<file path="config.mk">
export PLATFORM = sky130hd
export DESIGN_NAME = conv_8_4_host
export DESIGN_NICKNAME = d
export VERILOG_FILES = /design/src/rtl/conv_8_4_host.sv
export SDC_FILE = /design/constraint.sdc
export NUM_CORES = 1
export LEC_CHECK = 0
export CAP_MARGIN = 20
export CORE_UTILIZATION = 51
export DETAILED_ROUTE_END_ITERATION = 8
export GPL_TIMING_DRIVEN = 0
export HOLD_SLACK_MARGIN = 0.03
export PLACE_DENSITY = 0.81
export SYNTH_ARGS = -nofsm -noshare
export SYNTH_HDL_FRONTEND = slang
export SYNTH_SLANG_ARGS = --single-unit
</file>
<file path="constraint.sdc">
create_clock -name clk -period 2.6 [get_ports clk]
set_input_delay 0.52 -clock clk [delete_from_list [all_inputs] [get_ports clk]]
set_output_delay 0.52 -clock clk [all_outputs]
set_load 0.01 [all_outputs]
</file>
<file path="src/rtl/conv_8_4_host.sv">
// Host-side driver/sink for conv_8_4: replays stored x/f vectors as valid/ready
// master streams and captures the y result stream into a readable buffer.
module conv_8_4_host #(
  parameter  int X_LEN = 8,
  parameter  int F_LEN = 4,
  parameter  int W     = 8,
  parameter  int YW    = 18,
  localparam int AW    = $clog2(X_LEN)
) (
  input  logic          clk,
  input  logic          reset,
  input  logic          cfg_wr_en,
  input  logic          cfg_wr_sel,
  input  logic [AW-1:0] cfg_wr_addr,
  input  logic [W-1:0]  cfg_wr_data,
  input  logic          start,
  output logic          busy,
  output logic          done,
  output logic [W-1:0]  m_data_out_x,
  output logic          m_valid_x,
  input  logic          m_ready_x,
  output logic [W-1:0]  m_data_out_f,
  output logic          m_valid_f,
  input  logic          m_ready_f,
  input  logic [YW-1:0] s_data_in_y,
  input  logic          s_valid_y,
  output logic          s_ready_y,
  input  logic [AW-1:0] rd_addr,
  output logic [YW-1:0] rd_data
);
  localparam int Y_LEN = X_LEN - F_LEN + 1;
  localparam int FAW   = $clog2(F_LEN);
  localparam int YAW   = $clog2(Y_LEN);
  localparam int CW    = AW + 1;
  localparam logic [CW-1:0] XL = CW'(X_LEN);
  localparam logic [CW-1:0] FL = CW'(F_LEN);
  localparam logic [CW-1:0] YL = CW'(Y_LEN);

  typedef enum logic [1:0] {IDLE, RUN, DONE} state_t;

  state_t        state_q, state_d;
  logic [CW-1:0] x_idx_q, x_idx_d, f_idx_q, f_idx_d, y_idx_q, y_idx_d;
  logic [W-1:0]  xbuf_q [X_LEN];
  logic [W-1:0]  fbuf_q [F_LEN];
  logic [YW-1:0] ybuf_q [Y_LEN];
  logic [YW-1:0] rd_data_q;
  logic          run, x_fire, f_fire, y_fire, wr_ok;

  assign run          = (state_q == RUN);
  assign busy         = run;
  assign done         = (state_q == DONE);
  assign m_valid_x    = run && (x_idx_q < XL);
  assign m_valid_f    = run && (f_idx_q < FL);
  assign s_ready_y    = run && (y_idx_q < YL);
  assign m_data_out_x = m_valid_x ? xbuf_q[x_idx_q[AW-1:0]] : '0;
  assign m_data_out_f = m_valid_f ? fbuf_q[f_idx_q[FAW-1:0]] : '0;
  assign x_fire       = m_valid_x && m_ready_x;
  assign f_fire       = m_valid_f && m_ready_f;
  assign y_fire       = s_valid_y && s_ready_y;
  assign wr_ok        = cfg_wr_en && !run;
  assign rd_data      = rd_data_q;

  always_comb begin
    state_d = state_q;
    x_idx_d = x_idx_q;
    f_idx_d = f_idx_q;
    y_idx_d = y_idx_q;
    case (state_q)
      IDLE: if (start) begin
        state_d = RUN;
        x_idx_d = '0;
        f_idx_d = '0;
        y_idx_d = '0;
      end
      RUN: begin
        x_idx_d = x_idx_q + CW'(x_fire);
        f_idx_d = f_idx_q + CW'(f_fire);
        y_idx_d = y_idx_q + CW'(y_fire);
        // Leave on the edge that completes the last outstanding stream, whichever it is.
        if (x_idx_d == XL && f_idx_d == FL && y_idx_d == YL) state_d = DONE;
      end
      DONE:    state_d = IDLE;
      default: state_d = IDLE;
    endcase
  end

  always_ff @(posedge clk or posedge reset) begin
    if (reset) begin
      state_q   <= IDLE;
      x_idx_q   <= '0;
      f_idx_q   <= '0;
      y_idx_q   <= '0;
      rd_data_q <= '0;
    end else begin
      state_q   <= state_d;
      x_idx_q   <= x_idx_d;
      f_idx_q   <= f_idx_d;
      y_idx_q   <= y_idx_d;
      rd_data_q <= ({1'b0, rd_addr} < YL) ? ybuf_q[rd_addr[YAW-1:0]] : '0;
    end
  end

  // Sample storage deliberately sits outside reset so a reset never loses loaded vectors.
  always_ff @(posedge clk) begin
    if (wr_ok && !cfg_wr_sel) xbuf_q[cfg_wr_addr] <= cfg_wr_data;
    if (wr_ok && cfg_wr_sel && ({1'b0, cfg_wr_addr} < FL))
      fbuf_q[cfg_wr_addr[FAW-1:0]] <= cfg_wr_data;
    if (y_fire) ybuf_q[y_idx_q[YAW-1:0]] <= s_data_in_y;
  end
endmodule

</file>
==> impl_metrics.py, run 1 <==
metrics = {
    "clock_network": {
        "tritoncts": "yes",
        "cts.sinks": 218,
        "clk_pin_slew_ps": 60,
        "htree_levels": 1,
        "clk_path_buf_depth": 3,
        "clk_latency_ps": 490,
        "cts-root-buf": "clkbuf_16",
        "cts_buffers": 22,
    },
    "yosys": {
        "ys_async_sr_fraction_pct": 14.7,
        "synth_top_family_by_area": "multiplexers",
        "yosys.area_share.adder_pct": 0.881,
        "synth.area.mux_share_pct": 14.9,
        "synth.yosys.warnings": 0,
        "synth-xor-area-share_pct": 0.617,
        "synth_most_common_cell": "edfxtp_1",
        "synth_compound_area_share_pct": 1.48,
        "syn_nets": 475,
        "synth_largest_area_cell": "edfxtp_1",
        "netlist_area_um2": 8520,
        "ys_types": 39,
        "ys_seq_area_share_pct": 74.9,
        "synth.area.top_cells": "edfxtp_1, dfrtp_1, mux4_2",
        "yosys.area_share.simple_pct": 5.36,
        "synth_edf_count": 186,
        "synth_ff_type": "edfxtp_1",
        "yosys-top-cells-count": "edfxtp_1, nor2_1, dfrtp_1, mux2i_1, mux4_2",
        "postSynthCellCount": 429,
        "synth.top_cell.area_share_pct": 65.6,
        "avgSynthCellArea_um2": 19.9,
        "synth_seq_cells": 218,
    },
    "min_path": {
        "worstHoldPathType": "in2async",
    },
    "drt": {
        "wl_per_cell_um": 20.7,
        "antenna_left": 0,
        "wirelength_um": 16200,
        "drtPass1Iterations": 4,
        "first_iter_violations": 246,
        "vias": 4342,
        "route.detailed.drc": 0,
        "vias_per_cell": 5.54,
    },
    "job": {
        "maxCapViolations": 0,
    },
    "global_route": {
        "grt_pass1_vias": 4643,
        "grt-ovfl-total": 0,
        "track_usage_pct": 19.5,
        "grt_max_degree": 19,
        "antenna_found_initial": 0,
        "grt_pass1_wl_um": 25700,
    },
    "floorplan": {
        "initial_utilization_pct": 52.9,
        "core_area_um2": 16100,
        "die_width_um": 131,
        "die_h_um": 131,
        "num_io_pins": 79,
        "die_area_um2": 17200,
        "num_rows": 46,
    },
    "timing": {
        "setup_tns_ps": -111,
        "tightest_slew_ps": 998,
        "maxSlewHeadroom_pct": 33.5,
        "drv_slew": 0,
        "setup_ws_ps": -77.7,
        "hold_violations": 0,
        "setup_violations": 3,
        "fmax_mhz": 373,
        "skew_ps": 8.71,
        "rsz0062_at_grt": "true",
        "min_period_ps": 2680,
        "post-route-period-util_pct": 103,
    },
    "cells_and_area": {
        "stdcell_count": 784,
        "final_util_pct": 66.3,
        "drive_above_1_share_pct": 24.3,
        "nNetsFinal": 598,
        "syn_to_final_growth_pct": 25.3,
        "n_antenna_cell": 0,
    },
    "outcome": {
        "outcome": "finished, violations left",
        "violations": "setup timing",
    },
    "critical_path": {
        "crit_slowest_cell": "mux4_2",
        "crit_type": "reg2out",
        "worstPathArrival_ps": 2160,
        "cp-end-kind": "output port",
        "r2r-end": "ybuf_q[3][11]",
        "worstSetupStartpoint": "x_idx_q[0]",
        "start_kind": "flop",
        "critPathRequiredTime_ps": 2080,
        "cp_max_fo": 5,
        "reg2reg_setup_slack_ps": 170,
        "path_buf_inv": 3,
        "cp_cell_sequence": "buf_6 > clkbuf_16 > mux4_2 > mux2i_4 > nor2_1 > buf_2",
        "reg2reg_depth": 4,
        "cpPeakStageDelay_ps": 560,
        "rr_startpoint": "state_q[1]",
        "cp_top_family": "multiplexers",
    },
    "pwr": {
        "p_leak_uw": 0.00383,
        "power_density_nw_per_um2": 964,
        "total_power_uw": 10300,
        "ir_drop_mv": 0.591,
    },
    "place": {
        "place_ws_ps": -573,
        "globalplace.congestion": 0.743,
        "dp.cells": 728,
        "io_buffer_count": 75,
        "dp_hpwl_um": 10200,
    },
}
==> cell type report <==
cell class,instances,area (µm²)
Clock buffer,24,579
Sequential cell,218,6390
Multi-Input combinational cell,187,2060
Timing Repair Buffer,100,998
Tap cell,216,270
Buffer,20,164
Clock inverter,16,210
Fill cell,1043,5440
Inverter,3,11.3
==> state kept, by name, indices dropped and copies added, names as in the netlist <==
register and cells:
ybuf_q 90, y_idx_q 4, rd_data 18, xbuf_q 64
x_idx_q 4, fbuf_q 32, state_q 2, f_idx_q 4
==> report_power, final <==
group | switching (µW) | internal (µW) | leakage, µW | total (µW)
Sequential | 147 | 4130 | 0.00207 | 4270
Clock | 1260 | 2110 | 0.000392 | 3360
Combinational | 1230 | 1430 | 0.00137 | 2660
Total | 2630 | 7660 | 0.00383 | 10300
==> how the worst max path moves through the flow <==
stage,endpoint,cells past startpoint
2_1_floorplan,state_q[0],9
3_3_place_gp,ybuf_q[1][10],3
3_5_place_dp,state_q[0],9
4_1_cts,m_data_out_x[4],7
5_1_grt,m_data_out_x[7],6
6_report,m_data_out_x[7],6
==> metrics by stage <==
stage          hold slack [ps]  instance area, µm²
2_1_floorplan              465                8530
3_5_place_dp               488                9700
6_report                   422               10700
4_1_cts                    437               10600
3_3_place_gp               476                9550
5_1_grt                    480               10700
==> cells by family (layout without fill, tap and decap cells) <==
group,Yosys count,after routing
xor+xnor,6,6
simple gates,88,88
fa+ha+maj,6,6
mux,68,68
flops,218,218
compound gates,19,19
buf+inv,24,163
==> cells in the final DEF, fill, tap and decap left out, types with 3 or more instances in the layout <==
| cell | netlist | layout |
|---|---|---|
| nand3_1 | 5 | 5 |
| mux4_1 | 16 | 15 |
| dlygate4sd2_1 | 0 | 3 |
| buf_12 | 2 | 3 |
| dfrtp_1 | 32 | 31 |
| bufinv_16 | 0 | 5 |
| buf_16 | 0 | 4 |
| mux2i_1 | 26 | 25 |
| buf_2 | 12 | 16 |
| nand2_1 | 9 | 9 |
| clkinv_2 | 0 | 8 |
| buf_6 | 2 | 5 |
| and3_1 | 3 | 3 |
| ha_1 | 6 | 6 |
| edfxtp_1 | 186 | 186 |
| o21ai_0 | 9 | 9 |
| a22o_1 | 6 | 6 |
| nor2_1 | 39 | 38 |
| clkbuf_2 | 1 | 6 |
| nor3_1 | 6 | 3 |
| xor2_1 | 5 | 5 |
| and2_1 | 11 | 10 |
| mux4_2 | 26 | 27 |
| clkbuf_16 | 0 | 24 |
| clkdlybuf4s50_1 | 0 | 58 |
| buf_4 | 1 | 18 |
==> repair_timing <==
item	in CTS	in global routing
gates resized for setup	60	18
pin swaps	1	6
hold buffers	0	0
gates cloned	1	1
setup endpoints to repair	22	18
setup buffers	14	1
==> metal layers <==
layer,vias up,part of all wire [%],GRT usage [%]
met4,0,2.0,5.36
met2,125,52,34.3
met3,28,4.4,3.78
met1,2225,42,24.9
li1,1964,-,-
met5,-,0,0
(Power assumes the default switching activity.)
==> run 2, diff against run 1 <==
--- a/config.mk
+++ b/config.mk
@@ -6,11 +6,13 @@
 export NUM_CORES = 1
 export LEC_CHECK = 0
 export CAP_MARGIN = 20
+export CORE_MARGIN = 5
 export CORE_UTILIZATION = 51
 export DETAILED_ROUTE_END_ITERATION = 8
 export GPL_TIMING_DRIVEN = 0
 export HOLD_SLACK_MARGIN = 0.03
 export PLACE_DENSITY = 0.81
+export RECOVER_POWER = 50
 export SYNTH_ARGS = -nofsm -noshare
 export SYNTH_HDL_FRONTEND = slang
 export SYNTH_SLANG_ARGS = --single-unit
==> run 2 against run 1 <==
  * The flow still finishes with violations (setup timing)
  * Critical path type unchanged
  * Critical endpoint is now m_data_out_x[4]
  * Routed wire length shrank 2.0%
  * Cell count shrank 0.26%
  * Clock power shrank 13%
==> impl_metrics.py, run 2 (synthesized netlist as in run 1, its figures left out) <==
metrics = {
    "global_route": {
        "track_usage_pct": 16.4,
        "grt-ovfl-total": 0,
        "grt_pass1_wl_um": 25000,
        "grt_max_degree": 19,
        "grt_pass1_vias": 4582,
        "antenna_found_initial": 1,
    },
    "floorplan": {
        "die_area_um2": 19400,
        "num_io_pins": 79,
        "initial_utilization_pct": 51.7,
        "num_rows": 47,
        "die_h_um": 139,
        "die_width_um": 139,
        "core_area_um2": 16500,
    },
    "cells_and_area": {
        "multi_input_area_um2": 2030,
        "syn_to_final_growth_pct": 22.8,
        "n_fill_cell": 1100,
        "mostFrequentLayoutCell": "edfxtp_1",
        "nNetsFinal": 593,
        "seqCellArea_um2": 6390,
        "largest_reg_flops": 90,
        "most-common-layout-cells": "edfxtp_1, nor2_1, clkdlybuf4s50_1",
        "drive_above_1_share_pct": 22.5,
        "stdcell_count": 782,
    },
    "min_path": {
        "min-delay-start": "ybuf_q[4][5]",
        "min_to": "rd_data[5]",
        "worstHoldPathType": "reg2reg",
        "holdPathStages": 2,
    },
    "timing": {
        "fin_hold_ws_ps": 497,
        "setup_tns_ps": -30.2,
        "setup_violations": 1,
        "fmax_mhz": 380,
        "rsz0062_at_grt": "true",
        "skew_ps": 11.6,
        "min_period_ps": 2630,
        "setup_ws_ps": -30.2,
        "maxSlewHeadroom_pct": 28.5,
        "hold_violations": 0,
        "tightest_slew_ps": 1070,
        "post-route-period-util_pct": 101,
        "drv_slew": 0,
    },
    "place": {
        "io_buffer_count": 75,
        "dp.cells": 732,
        "globalplace.congestion": 0.785,
        "place_ws_ps": -576,
        "dp_hpwl_um": 10200,
    },
    "critical_path": {
        "start_kind": "flop",
        "cp_cell_sequence": "buf_6 > buf_12 > buf_4 > mux4_2 > mux2i_2 > nor2_1 > buf_2",
        "r2r-end": "state_q[1]",
        "path_buf_inv": 4,
        "rr_startpoint": "state_q[1]",
        "reg2reg_depth": 10,
        "reg2reg_setup_slack_ps": 130,
        "cp_max_fo": 5,
        "worstPathArrival_ps": 2110,
        "crit_slowest_cell": "mux4_2",
        "cpPeakStageDelay_ps": 490,
        "critPathRequiredTime_ps": 2080,
        "crit_type": "reg2out",
        "cp-end-kind": "output port",
        "cp_top_family": "multiplexers",
    },
    "drt": {
        "wirelength_um": 15900,
        "vias_per_cell": 5.51,
        "drtPass1Iterations": 5,
        "wl_per_cell_um": 20.3,
        "vias": 4305,
        "route.detailed.drc": 0,
        "antenna_left": 0,
        "first_iter_violations": 312,
    },
    "job": {
        "maxCapViolations": 0,
    },
    "pwr": {
        "ir_drop_mv": 0.727,
        "power_density_nw_per_um2": 927,
        "p_leak_uw": 0.00371,
    },
    "outcome": {
        "violations": "setup timing",
        "outcome": "finished, violations left",
    },
    "clock_network": {
        "cts-root-buf": "clkbuf_16",
        "clk_path_buf_depth": 3,
        "tritoncts": "yes",
        "cts_buffers": 22,
        "cts.sinks": 218,
        "clk_pin_slew_ps": 60,
        "clk_latency_ps": 490,
        "htree_levels": 1,
    },
}
## run 2: changes by cell type in the layout (fill, tap and decap cells not counted), moves of 5 or more
cell,change
dlygate4sd3_1,+27
clkdlybuf4s50_1,-26
clkbuf_1,+8
bufinv_16,-5
clkinv_2,-5
## run 2: cell type report
type | count | share of cell area, %
Timing Repair Buffer | 95 | 8.83
Antenna cell | 1 | 0.0239
Tap cell | 220 | 2.63
Buffer | 20 | 1.48
Multi-Input combinational cell | 187 | 19.4
Inverter | 3 | 0.108
Sequential cell | 218 | 61.1
Clock buffer | 33 | 6.24
Clock inverter | 5 | 0.251
## run 2: worst max path at each step
stage | start | end | slack (ps) | depth (start not counted)
finish | x_idx_q[0] | m_data_out_x[4] | -30 | 7
global route | x_idx_q[0] | m_data_out_x[4] | -80 | 7
CTS | x_idx_q[0] | m_data_out_x[4] | -40 | 7
detailed placement | state_q[1] | state_q[0] | -580 | 9
global placement | s_valid_y | ybuf_q[1][3] | -670 | 3
floorplan | state_q[1] | state_q[0] | 30 | 9
## run 2: worst reg2reg max path, delay by kind of cell (launching register included)
family	cells	cell delay, ps
flip-flops	1	380
adder cells (fa/ha/maj)	2	420
buffers and inverters	1	170
AND/OR/NAND/NOR	7	1430
## run 2: timing repair
| action | CTS | global route |
|---|---|---|
| hold buffers | 0 | 0 |
| gates resized for setup | 61 | 11 |
| endpoints found under the setup margin | 21 | 17 |
| setup buffers | 7 | 4 |
| pin swaps | 1 | 4 |
| gates cloned | 1 | 1 |
## run 2: where the power goes
part	total [µW]	internal, µW	switching, µW
logic	2510	1330	1170
clock network	2920	1730	1190
registers	4270	4130	143
## run 2: metal layers
layer	vias up	wire [µm]	share of wire (%)	GRT usage (%)
met3	27	962	6.1	3.53
met2	157	8100	51	29.1
met1	2182	6470	41	20.9
li1	1939	-	-	-
met4	0	333	2.1	3.81
met5	-	0	0	0
## run 2: per-stage QoR
step | utilization, % | area (µm²) | power, µW
detailed placement | 58.9 | 9700 | 6700
global placement | 58.0 | 9550 | 6560
finish | 63.5 | 10500 | 9700
global route | 63.5 | 10500 | 10100
floorplan | - | 8530 | 5720
CTS | 63.4 | 10400 | 9690
==> run 3, diff against run 2 <==
--- a/config.mk
+++ b/config.mk
@@ -5,7 +5,6 @@
 export SDC_FILE = /design/constraint.sdc
 export NUM_CORES = 1
 export LEC_CHECK = 0
-export CAP_MARGIN = 20
 export CORE_MARGIN = 5
 export CORE_UTILIZATION = 51
 export DETAILED_ROUTE_END_ITERATION = 8
==> run 3 against run 2 <==
  * The run now ends clean
  * Via count is 0.72% higher
  * Clock skew grew 3.8 ps
  * Routed wire length rose by 0.45%
==> impl_metrics.py, run 3 (synthesized netlist as in run 1, its figures left out) <==
metrics = {
    "critical_path": {
        "rr_startpoint": "state_q[1]",
        "endpoint": "m_data_out_x[4]",
        "crit_type": "reg2out",
        "r2r-end": "state_q[0]",
        "cp_max_fo": 5,
        "start_kind": "flop",
        "reg2reg_depth": 10,
        "worstPathArrival_ps": 2060,
        "critPathRequiredTime_ps": 2080,
        "cp-end-kind": "output port",
        "worstSetupStartpoint": "x_idx_q[0]",
        "reg2reg_setup_slack_ps": 130,
    },
    "cells_and_area": {
        "mostFrequentLayoutCell": "edfxtp_1",
        "nNetsFinal": 588,
        "syn_to_final_growth_pct": 22.6,
        "drive_above_1_share_pct": 21.9,
        "largest_reg_flops": 90,
        "most-common-layout-cells": "edfxtp_1, nor2_1, mux4_2, dfrtp_1, clkdlybuf4s50_1",
        "fin_area_um2": 10400,
    },
    "timing": {
        "setup_violations": 0,
        "min_period_ps": 2580,
        "fmax_mhz": 388,
        "maxSlewHeadroom_pct": 11.7,
        "tightest_slew_ps": 1320,
        "drv_slew": 0,
        "hold_violations": 0,
        "skew_ps": 15.4,
        "rsz0062_at_grt": "true",
        "post-route-period-util_pct": 99.2,
        "setup_tns_ps": 0,
    },
    "global_route": {
        "grtUsageMet1_pct": 21.9,
        "use_met3_pct": 3.12,
        "grt-ovfl-total": 0,
        "grt_max_degree": 33,
        "track_usage_pct": 16.5,
        "grt_pass1_vias": 4534,
        "use_met2_pct": 28.3,
        "top_usage_layer": "met2",
        "antenna_found_initial": 0,
        "grt_pass1_wl_um": 25100,
    },
    "place": {
        "globalplace.congestion": 0.785,
        "dp_hpwl_um": 9970,
        "dpl_cell_area_um2": 9650,
        "io_buffer_count": 75,
    },
    "min_path": {
        "min-delay-start": "rd_addr[2]",
        "worstHoldPathType": "in2reg",
    },
    "clock_network": {
        "cts.sinks": 218,
        "clk_latency_ps": 490,
        "htree_levels": 1,
        "tritoncts": "yes",
        "cts-root-buf": "clkbuf_16",
        "cts_buffers": 22,
        "clk_pin_slew_ps": 70,
        "clk_path_buf_depth": 3,
    },
    "drt": {
        "wl_per_cell_um": 20.5,
        "route.detailed.drc": 0,
        "wirelength_um": 15900,
        "vias": 4336,
        "first_iter_violations": 305,
        "vias_per_cell": 5.57,
        "antenna_left": 0,
        "drtPass1Iterations": 4,
    },
    "pwr": {
        "ir_drop_mv": 0.709,
        "p_leak_uw": 0.00370,
        "power_density_nw_per_um2": 930,
    },
    "job": {
        "maxCapViolations": 0,
    },
    "floorplan": {
        "initial_utilization_pct": 51.7,
        "die_area_um2": 19400,
        "die_h_um": 139,
        "die_width_um": 139,
        "num_rows": 47,
        "core_area_um2": 16500,
        "num_io_pins": 79,
    },
    "outcome": {
        "outcome": "finished clean",
    },
}
==> run 3: cell types whose count changed in the layout (fill, tap and decap cells not counted), moves of 2 or more <==
cell	delta
clkinv_4	+2
clkbuf_2	+2
buf_4	-6
clkbuf_8	-2
==> run 3: where the power goes <==
part / total (µW) / switching (µW) / leakage (µW) / internal, µW
sequential: 4270 / 145 / 0.00207 / 4120
combinational: 2540 / 1200 / 0.00129 / 1340
clock: 2910 / 1220 / 0.000333 / 1690
total: 9720 / 2560 / 0.00370 / 7150
==> run 3: layout make-up <==
type | count | area [µm²]
clock buffers | 33 | 633
well taps | 220 | 275
flip-flops and latches | 218 | 6390
clock inverters | 7 | 45.0
repair buffers | 90 | 900
inverters | 3 | 13.8
fillers | 1109 | 6020
multi-input cells | 187 | 2040
plain buffers | 20 | 155
diodes | 1 | 2.50
==> run 3: stage by stage <==
stage	std cells	power [µW]	worst slack, ps	hold slack [ps]	utilization (%)
detailed placement	728	6690	-536	493	58.6
finish	779	9720	22.0	495	63.4
global route	778	10200	-62.4	500	63.4
CTS	776	9700	-103	490	63.2
global placement	724	6560	-673	478	58.0
floorplan	429	5720	29.9	465	-
==> run 3: per-layer routing <==
metal,share of wire (%),up-vias
met3,6.6,25
met5,0,-
li1,-,1944
met4,1.9,0
met1,40,2218
met2,51,149
==> run 3: repair_timing <==
item	CTS	global route
buffers inserted	8	0
pin swaps	1	1
resized for setup	61	15
gates cloned	1	1
endpoints found under the setup margin	21	34
hold buffers	0	0
==> run 3: worst max-delay path, stage by stage, from the launching register on <==
cell and delay (ps):
dfrtp_1 370, buf_6 160, buf_12 140, mux4_2 500
mux2i_2 200, nor2_1 70, buf_2 140
==> run 3: worst min-delay path by stage <==
stage | to | slack (ps) | depth (start not counted)
after floorplan | rd_data[10] | 470 | 2
after global placement | rd_data[9] | 480 | 2
after detailed placement | rd_data[14] | 490 | 2
after CTS | rd_data[2] | 490 | 3
after global routing | rd_data[2] | 500 | 3
final | rd_data[2] | 490 | 3
